--- src/rtl/spike_encoder_if.sv ---
// rtl/spike_encoder_if.sv - pixel stream valid/ready handshake into spike_encoder
interface spike_encoder_if #(
  parameter int PIX_BITS = 8
);
  logic                pix_valid;
  logic [PIX_BITS-1:0] pix_data;
  logic                pix_ready;

  modport master (output pix_valid, output pix_data, input  pix_ready);
  modport slave  (input  pix_valid, input  pix_data, output pix_ready);
endinterface

--- src/rtl/spike_encoder.sv ---
// rtl/spike_encoder.sv - latency-coded spike encoder: a 16-pixel volley becomes per-channel spike times
// Optional SPIKE_ENCODER_DBUF_EN: accept the next volley's pixels while the current volley runs.
module spike_encoder #(
  parameter int NUM_SPIKES  = 16,
  parameter int PIX_BITS    = 8,
  parameter int LOG_TP      = 3,
  parameter int TIME_PERIOD = 24,
  parameter int LOG_T       = 4
) (
  input  logic                               clk,
  input  logic                               rst,
  spike_encoder_if.slave                     pix,
  input  logic [PIX_BITS-1:0]                threshold,
  output logic [LOG_T:0]                     time_val,
  output logic [NUM_SPIKES*(LOG_TP+1)-1:0]   spike_times,
  output logic                               volley_start,
  output logic                               volley_done,
  output logic                               busy
);
  localparam int ENTRY_W   = LOG_TP + 1;
  localparam int WCNT_W    = (NUM_SPIKES > 1) ? $clog2(NUM_SPIKES) : 1;
  localparam int LAST_CH_I = NUM_SPIKES - 1;
  localparam int TP_LAST_I = TIME_PERIOD - 1;
  localparam int ONE_I     = 1;

  localparam logic [WCNT_W-1:0]  LAST_CH  = LAST_CH_I[WCNT_W-1:0];
  localparam logic [WCNT_W-1:0]  WCNT_ONE = ONE_I[WCNT_W-1:0];
  localparam logic [LOG_T:0]     TP_LAST  = TP_LAST_I[LOG_T:0];
  localparam logic [LOG_T:0]     T_ONE    = ONE_I[LOG_T:0];
  localparam logic [ENTRY_W-1:0] NO_SPIKE = '1;

  typedef enum logic {LOAD, RUN} state_t;

  state_t                          state, state_next;
  logic [LOG_T:0]                  time_next;
  logic                            load_volley;
  logic                            idle_volley;

  logic [ENTRY_W-1:0]              shadow [NUM_SPIKES];
  logic [NUM_SPIKES*ENTRY_W-1:0]   shadow_flat;
  logic [WCNT_W-1:0]               wr_cnt;
  logic                            shadow_full;
  logic                            rdy_en;
  logic                            ready;
  logic                            accept;
  logic [PIX_BITS-1:0]             pix_inv;
  logic [ENTRY_W-1:0]              enc_entry;

  // rdy_en keeps pix_ready low until the first edge after reset is released
`ifdef SPIKE_ENCODER_DBUF_EN
  assign ready = rdy_en && !shadow_full;
`else
  assign ready = rdy_en && !shadow_full && !busy;
`endif

  assign pix.pix_ready = ready;
  assign accept        = pix.pix_valid && ready;

  // 2**PIX_BITS-1 - pix is the bitwise inverse; its top LOG_TP bits are the spike time
  assign pix_inv = ~pix.pix_data;

  always_comb begin
    enc_entry = NO_SPIKE;
    if (pix.pix_data >= threshold) begin
      enc_entry = {1'b0, pix_inv[PIX_BITS-1 -: LOG_TP]};
    end
  end

  always_ff @(posedge clk or posedge rst) begin
    if (rst) begin
      wr_cnt      <= '0;
      shadow_full <= 1'b0;
      rdy_en      <= 1'b0;
      for (int i = 0; i < NUM_SPIKES; i++) begin
        shadow[i] <= NO_SPIKE;
      end
    end else begin
      rdy_en <= 1'b1;
      if (load_volley) begin
        shadow_full <= 1'b0;
      end else if (accept && (wr_cnt == LAST_CH)) begin
        shadow_full <= 1'b1;
      end
      if (accept) begin
        shadow[wr_cnt] <= enc_entry;
        wr_cnt         <= (wr_cnt == LAST_CH) ? '0 : wr_cnt + WCNT_ONE;
      end
    end
  end

  always_comb begin
    shadow_flat = '0;
    for (int i = 0; i < NUM_SPIKES; i++) begin
      shadow_flat[i*ENTRY_W +: ENTRY_W] = shadow[i];
    end
  end

  always_ff @(posedge clk or posedge rst) begin
    if (rst) begin
      state <= LOAD;
    end else begin
      state <= state_next;
    end
  end

  // LOAD parks time_val at the last slot so the downstream layer stays cleared
  always_comb begin
    state_next  = state;
    time_next   = time_val;
    load_volley = 1'b0;
    idle_volley = 1'b0;
    case (state)
      LOAD: begin
        time_next = TP_LAST;
        if (shadow_full) begin
          load_volley = 1'b1;
          time_next   = '0;
          state_next  = RUN;
        end
      end
      RUN: begin
        if (time_val == TP_LAST) begin
          if (shadow_full) begin
            load_volley = 1'b1;
            time_next   = '0;
          end else begin
            idle_volley = 1'b1;
            time_next   = TP_LAST;
            state_next  = LOAD;
          end
        end else begin
          time_next = time_val + T_ONE;
        end
      end
      default: begin
        state_next = LOAD;
        time_next  = TP_LAST;
      end
    endcase
  end

  always_ff @(posedge clk or posedge rst) begin
    if (rst) begin
      time_val    <= TP_LAST;
      spike_times <= '1;
    end else begin
      time_val <= time_next;
      if (load_volley) begin
        spike_times <= shadow_flat;
      end else if (idle_volley) begin
        spike_times <= '1;
      end
    end
  end

  assign busy         = (state == RUN);
  assign volley_start = busy && (time_val == '0);
  assign volley_done  = busy && (time_val == TP_LAST);

endmodule

--- src/flat_wrapper.sv ---
// flat-port wrapper written by rule: the top's interface ports become plain ports
module spike_encoder_flat 
#(
  parameter int NUM_SPIKES  = 16,
  parameter int PIX_BITS    = 8,
  parameter int LOG_TP      = 3,
  parameter int TIME_PERIOD = 24,
  parameter int LOG_T       = 4
)
  (clk, rst, threshold, time_val, spike_times, volley_start, volley_done, busy, pix_pix_valid, pix_pix_data, pix_pix_ready);
  spike_encoder_if #(.PIX_BITS(PIX_BITS)) pix_i ();
  input  logic clk;
  input  logic rst;
  input  logic [PIX_BITS-1:0] threshold;
  output logic [LOG_T:0] time_val;
  output logic [NUM_SPIKES*(LOG_TP+1)-1:0] spike_times;
  output logic volley_start;
  output logic volley_done;
  output logic busy;
  input wire logic [$bits(pix_i.pix_valid)-1:0] pix_pix_valid;
  input wire logic [$bits(pix_i.pix_data)-1:0] pix_pix_data;
  output wire logic [$bits(pix_i.pix_ready)-1:0] pix_pix_ready;
  assign pix_i.pix_valid = pix_pix_valid;
  assign pix_i.pix_data = pix_pix_data;
  assign pix_pix_ready = pix_i.pix_ready;
  spike_encoder #(.NUM_SPIKES(NUM_SPIKES), .PIX_BITS(PIX_BITS), .LOG_TP(LOG_TP), .TIME_PERIOD(TIME_PERIOD), .LOG_T(LOG_T)) u_core (.clk(clk), .rst(rst), .pix(pix_i), .threshold(threshold), .time_val(time_val), .spike_times(spike_times), .volley_start(volley_start), .volley_done(volley_done), .busy(busy));
endmodule
--- config.mk ---
export PLATFORM = sky130hd
export DESIGN_NAME = spike_encoder_flat
export DESIGN_NICKNAME = d
export VERILOG_FILES = /design/src/rtl/spike_encoder_if.sv /design/src/rtl/spike_encoder.sv /design/src/flat_wrapper.sv
export SDC_FILE = /design/constraint.sdc
export NUM_CORES = 1
export LEC_CHECK = 0
export CORE_AREA = 10 10 114 116
export CTS_BUF_LIST = sky130_fd_sc_hd__clkbuf_8 sky130_fd_sc_hd__clkbuf_16
export DETAILED_ROUTE_END_ITERATION = 10
export DIE_AREA = 0 0 124 126
export PLACE_DENSITY = 0.93
export SLEW_MARGIN = 20
export SYNTH_ARGS = -nofsm -noshare
export SYNTH_HDL_FRONTEND = slang
export SYNTH_SLANG_ARGS = --single-unit
--- constraint.sdc ---
create_clock -name clk -period 10 [get_ports clk]
set_clock_uncertainty 0.2 [all_clocks]
set_input_delay 2 -clock clk [delete_from_list [all_inputs] [get_ports clk]]
set_output_delay 2 -clock clk [all_outputs]
set_load 0.01 [all_outputs]
==> results.toml <==
[run_status]
status = "complete, no violations"

[finish]
antenna_cells = 0
multi_input_area_um2 = 2000
fillers = 708
drive_gt1_share_pct = 47.8
nNetsFinal = 521
utilization_pct = 69.6
area_growth_pct = 26.7
regArea_um2 = 3670

[min_path]
hold_start = "u_core.spike_times[12]$_DFFE_PP1P_"
holdPathEnd = "u_core.spike_times[12]$_DFFE_PP1P_"
hold_class = "flip-flop to flip-flop"
holdPathStages = 1

[timing]
post-route-period-util_pct = 43.5
rsz0062_at_grt = "no"
slew_headroom_pct = 38.3
worst_slack_ns = 5.65
hold_viol = 0
fin_crit_ns = 4.35
tns_ns = 0
slew_violations = 0
setup_viol = 0
fmax_mhz = 230
hold_slack_ns = 0.309
tightest_slew_ns = 0.926

[clocking]
root_buffer = "clkbuf_8"
clk_latency_ns = 0.52
numCtsBuffers = 17
cts.sinks = 140
cts_tree = "built"
cts_resized = 0
hold_buffers = 0
htree_levels = 4
path_clk_slew_ns = 0.06
clockBufferDepth = 2
postCtsSetupRepairBufs = 0

[setup_path]
rrSetupSlack_ns = 7.47
crit_fanout = 5
rr_endpoint = "u_core.spike_times[52]$_DFFE_PP1P_"
required_ns = 7.80
path_delay_family = "flip-flops"
path_class = "flip-flop to output pin"
crit_buf_inv = 1
path_cells = "ha_1 > nand4b_1 > nor2_1 > clkdlybuf4s50_1"
crit_arrival_ns = 2.15
cp-end-kind = "output pin"
r2r_cells = 5
r2r_start = "u_core.time_val[0]$_DFF_PP1_"
cpPeakStageDelay_ns = 0.57
start_kind = "flip-flop"
slowest_stage = "dfstp_2"

[global_routing]
grt_pass1_wl_um = 21500
overflow = 0
first_global_vias = 4014
gr-usage-all-layers_pct = 17.6
antenna_found_initial = 0
grt_max_degree = 93

[yosys]
synth_nets = 430
synth_largest_area_cell = "dfstp_2"
ys_warn_count = 0
synthFlopType = "dfstp_2"
postSynth.asyncResetShare_pct = 100
syn-instance-count = 397
ys_seq_elements = 140
synth_common_cells = "dfstp_2 (132), o22a_1 (64), mux2_2 (60)"
syn_area_um2 = 5880
synth.yosys.seq_area_share_pct = 62.4
synth_cell_types = 43
synth_edf_count = 0
synth_top_cell_area_share_pct = 59.0
avgSynthCellArea_um2 = 14.8
ys_top_cells_by_area = "dfstp_2 (59%), mux2_2 (11%), o22a_1 (9.5%)"
synth_most_common_cell = "dfstp_2"

[floorplanning]
die_y_um = 126
start_util_pct = 55.0
coreArea_um2 = 10700
ioPinCount = 92
die_x_um = 124
die_area_um2 = 15600
num_rows = 38

[drt]
ant_nets = 0
initialDrtViolationCount = 236
wl_per_cell_um = 20.8
first_pass_iters = 5
routed_wl_um = 13300
drt-vias-per-instance = 5.67
drc = 0
via_count = 3630

[power_and_ir_drop]
p_leak_uw = 0.00301
seqPwrFrac_pct = 47.7
power_uw = 2000
clkPwrFrac_pct = 32.7
combinationalPowerShare_pct = 19.6
switchingPower_uw = 505
ir_drop_uv = 148
swShare_pct = 25.3
power.internal_uw = 1490
powerDensity_nw_per_um2 = 268

[placed_design]
dp_hpwl_um = 8730
place.gp.congestion = 0.778
portBuffers = 91
pre_cts_ws_ns = 5.47

[job]
max-cap-violations = 0
worst register-to-register path, stage by stage (launching register included):
cell	delay [ns]
dfstp_2	0.57
ha_1	0.22
nand4b_1	0.16
and2_1	0.31
nor2_8	0.66
o22a_1	0.35
worst max path at each step:
stage	start	to	slack [ns]	cells after the start
after global placement	threshold[6]	u_core.shadow[26]$_DFFE_PP1P_	5.54	7
after CTS	u_core.shadow_full$_DFFE_PP0P_	pix_pix_ready	5.64	3
final	u_core.time_val[0]$_DFF_PP1_	volley_done	5.65	4
after detailed placement	threshold[1]	u_core.shadow[14]$_DFFE_PP1P_	5.47	7
after floorplan	rst	u_core.busy$_DFF_PP0_	4.27	1
after global routing	u_core.time_val[0]$_DFF_PP1_	volley_done	5.53	4
per-stage QoR:
stage / cell area (um^2) / instances
after floorplan: 5880 / 397
final: 7450 / 640
after global routing: 7450 / 640
after detailed placement: 6830 / 609
after CTS: 7450 / 640
after global placement: 6820 / 609
layer usage:
metal  up-vias  GRT usage (%)  part of all wire, %
li1       1633              -                    -
met1      1873           20.6                   41
met2        97           29.7                   52
met3        27           5.09                  5.5
met4         0           6.50                  2.0
met5         -              0                    0
cell families after synthesis:
family	share of synthesized area (%)
compound gates	12.3
simple gates	5.85
buf+inv	3.74
fa+ha+maj	2.98
xor+xnor	0.447
flops	62.4
mux	12.3
other cells	0.0638
layout make-up:
| type | instances | area share (%) |
|---|---|---|
| Sequential cell | 140 | 49.2 |
| Multi-Input combinational cell | 220 | 26.9 |
| Timing Repair Buffer | 92 | 12.4 |
| Clock buffer | 17 | 5.56 |
| Clock inverter | 14 | 2.74 |
| Tap cell | 140 | 2.35 |
| Inverter | 17 | 0.890 |
cell usage in the layout (no fill, tap or decap), types with 2 or more instances in the layout:
cell type,n
nand2_2,2
dfstp_2,132
o22a_1,64
a21oi_1,5
a32oi_2,3
and2_0,2
ha_1,14
and2_1,5
inv_1,18
nor2_1,5
o21ai_0,3
nand3_1,4
clkinv_2,4
o22ai_1,2
clkinv_4,3
bufinv_16,5
mux2_1,4
xnor2_1,3
clkbuf_16,16
clkdlybuf4s50_1,91
nand2_1,22
dfrtp_1,8
mux2_2,60
flip-flops by register name, indices dropped and copies added (netlist names):
| register | cells |
|---|---|
| u_core.rdy_en | 1 |
| u_core.spike_times | 64 |
| u_core.shadow | 64 |
| u_core.shadow_full | 1 |
| u_core.busy | 1 |
| u_core.time_val | 5 |
| u_core.wr_cnt | 4 |
power by group through the flow:
stage / Sequential [uW] / Clock, uW / Combinational [uW]
after floorplan: 935 / 0 / 212
after global placement: 937 / 0 / 370
after detailed placement: 951 / 0 / 389
after CTS: 950 / 659 / 399
after global routing: 970 / 689 / 425
final: 951 / 653 / 392
No activity file was read; power rests on OpenSTA's default activity.
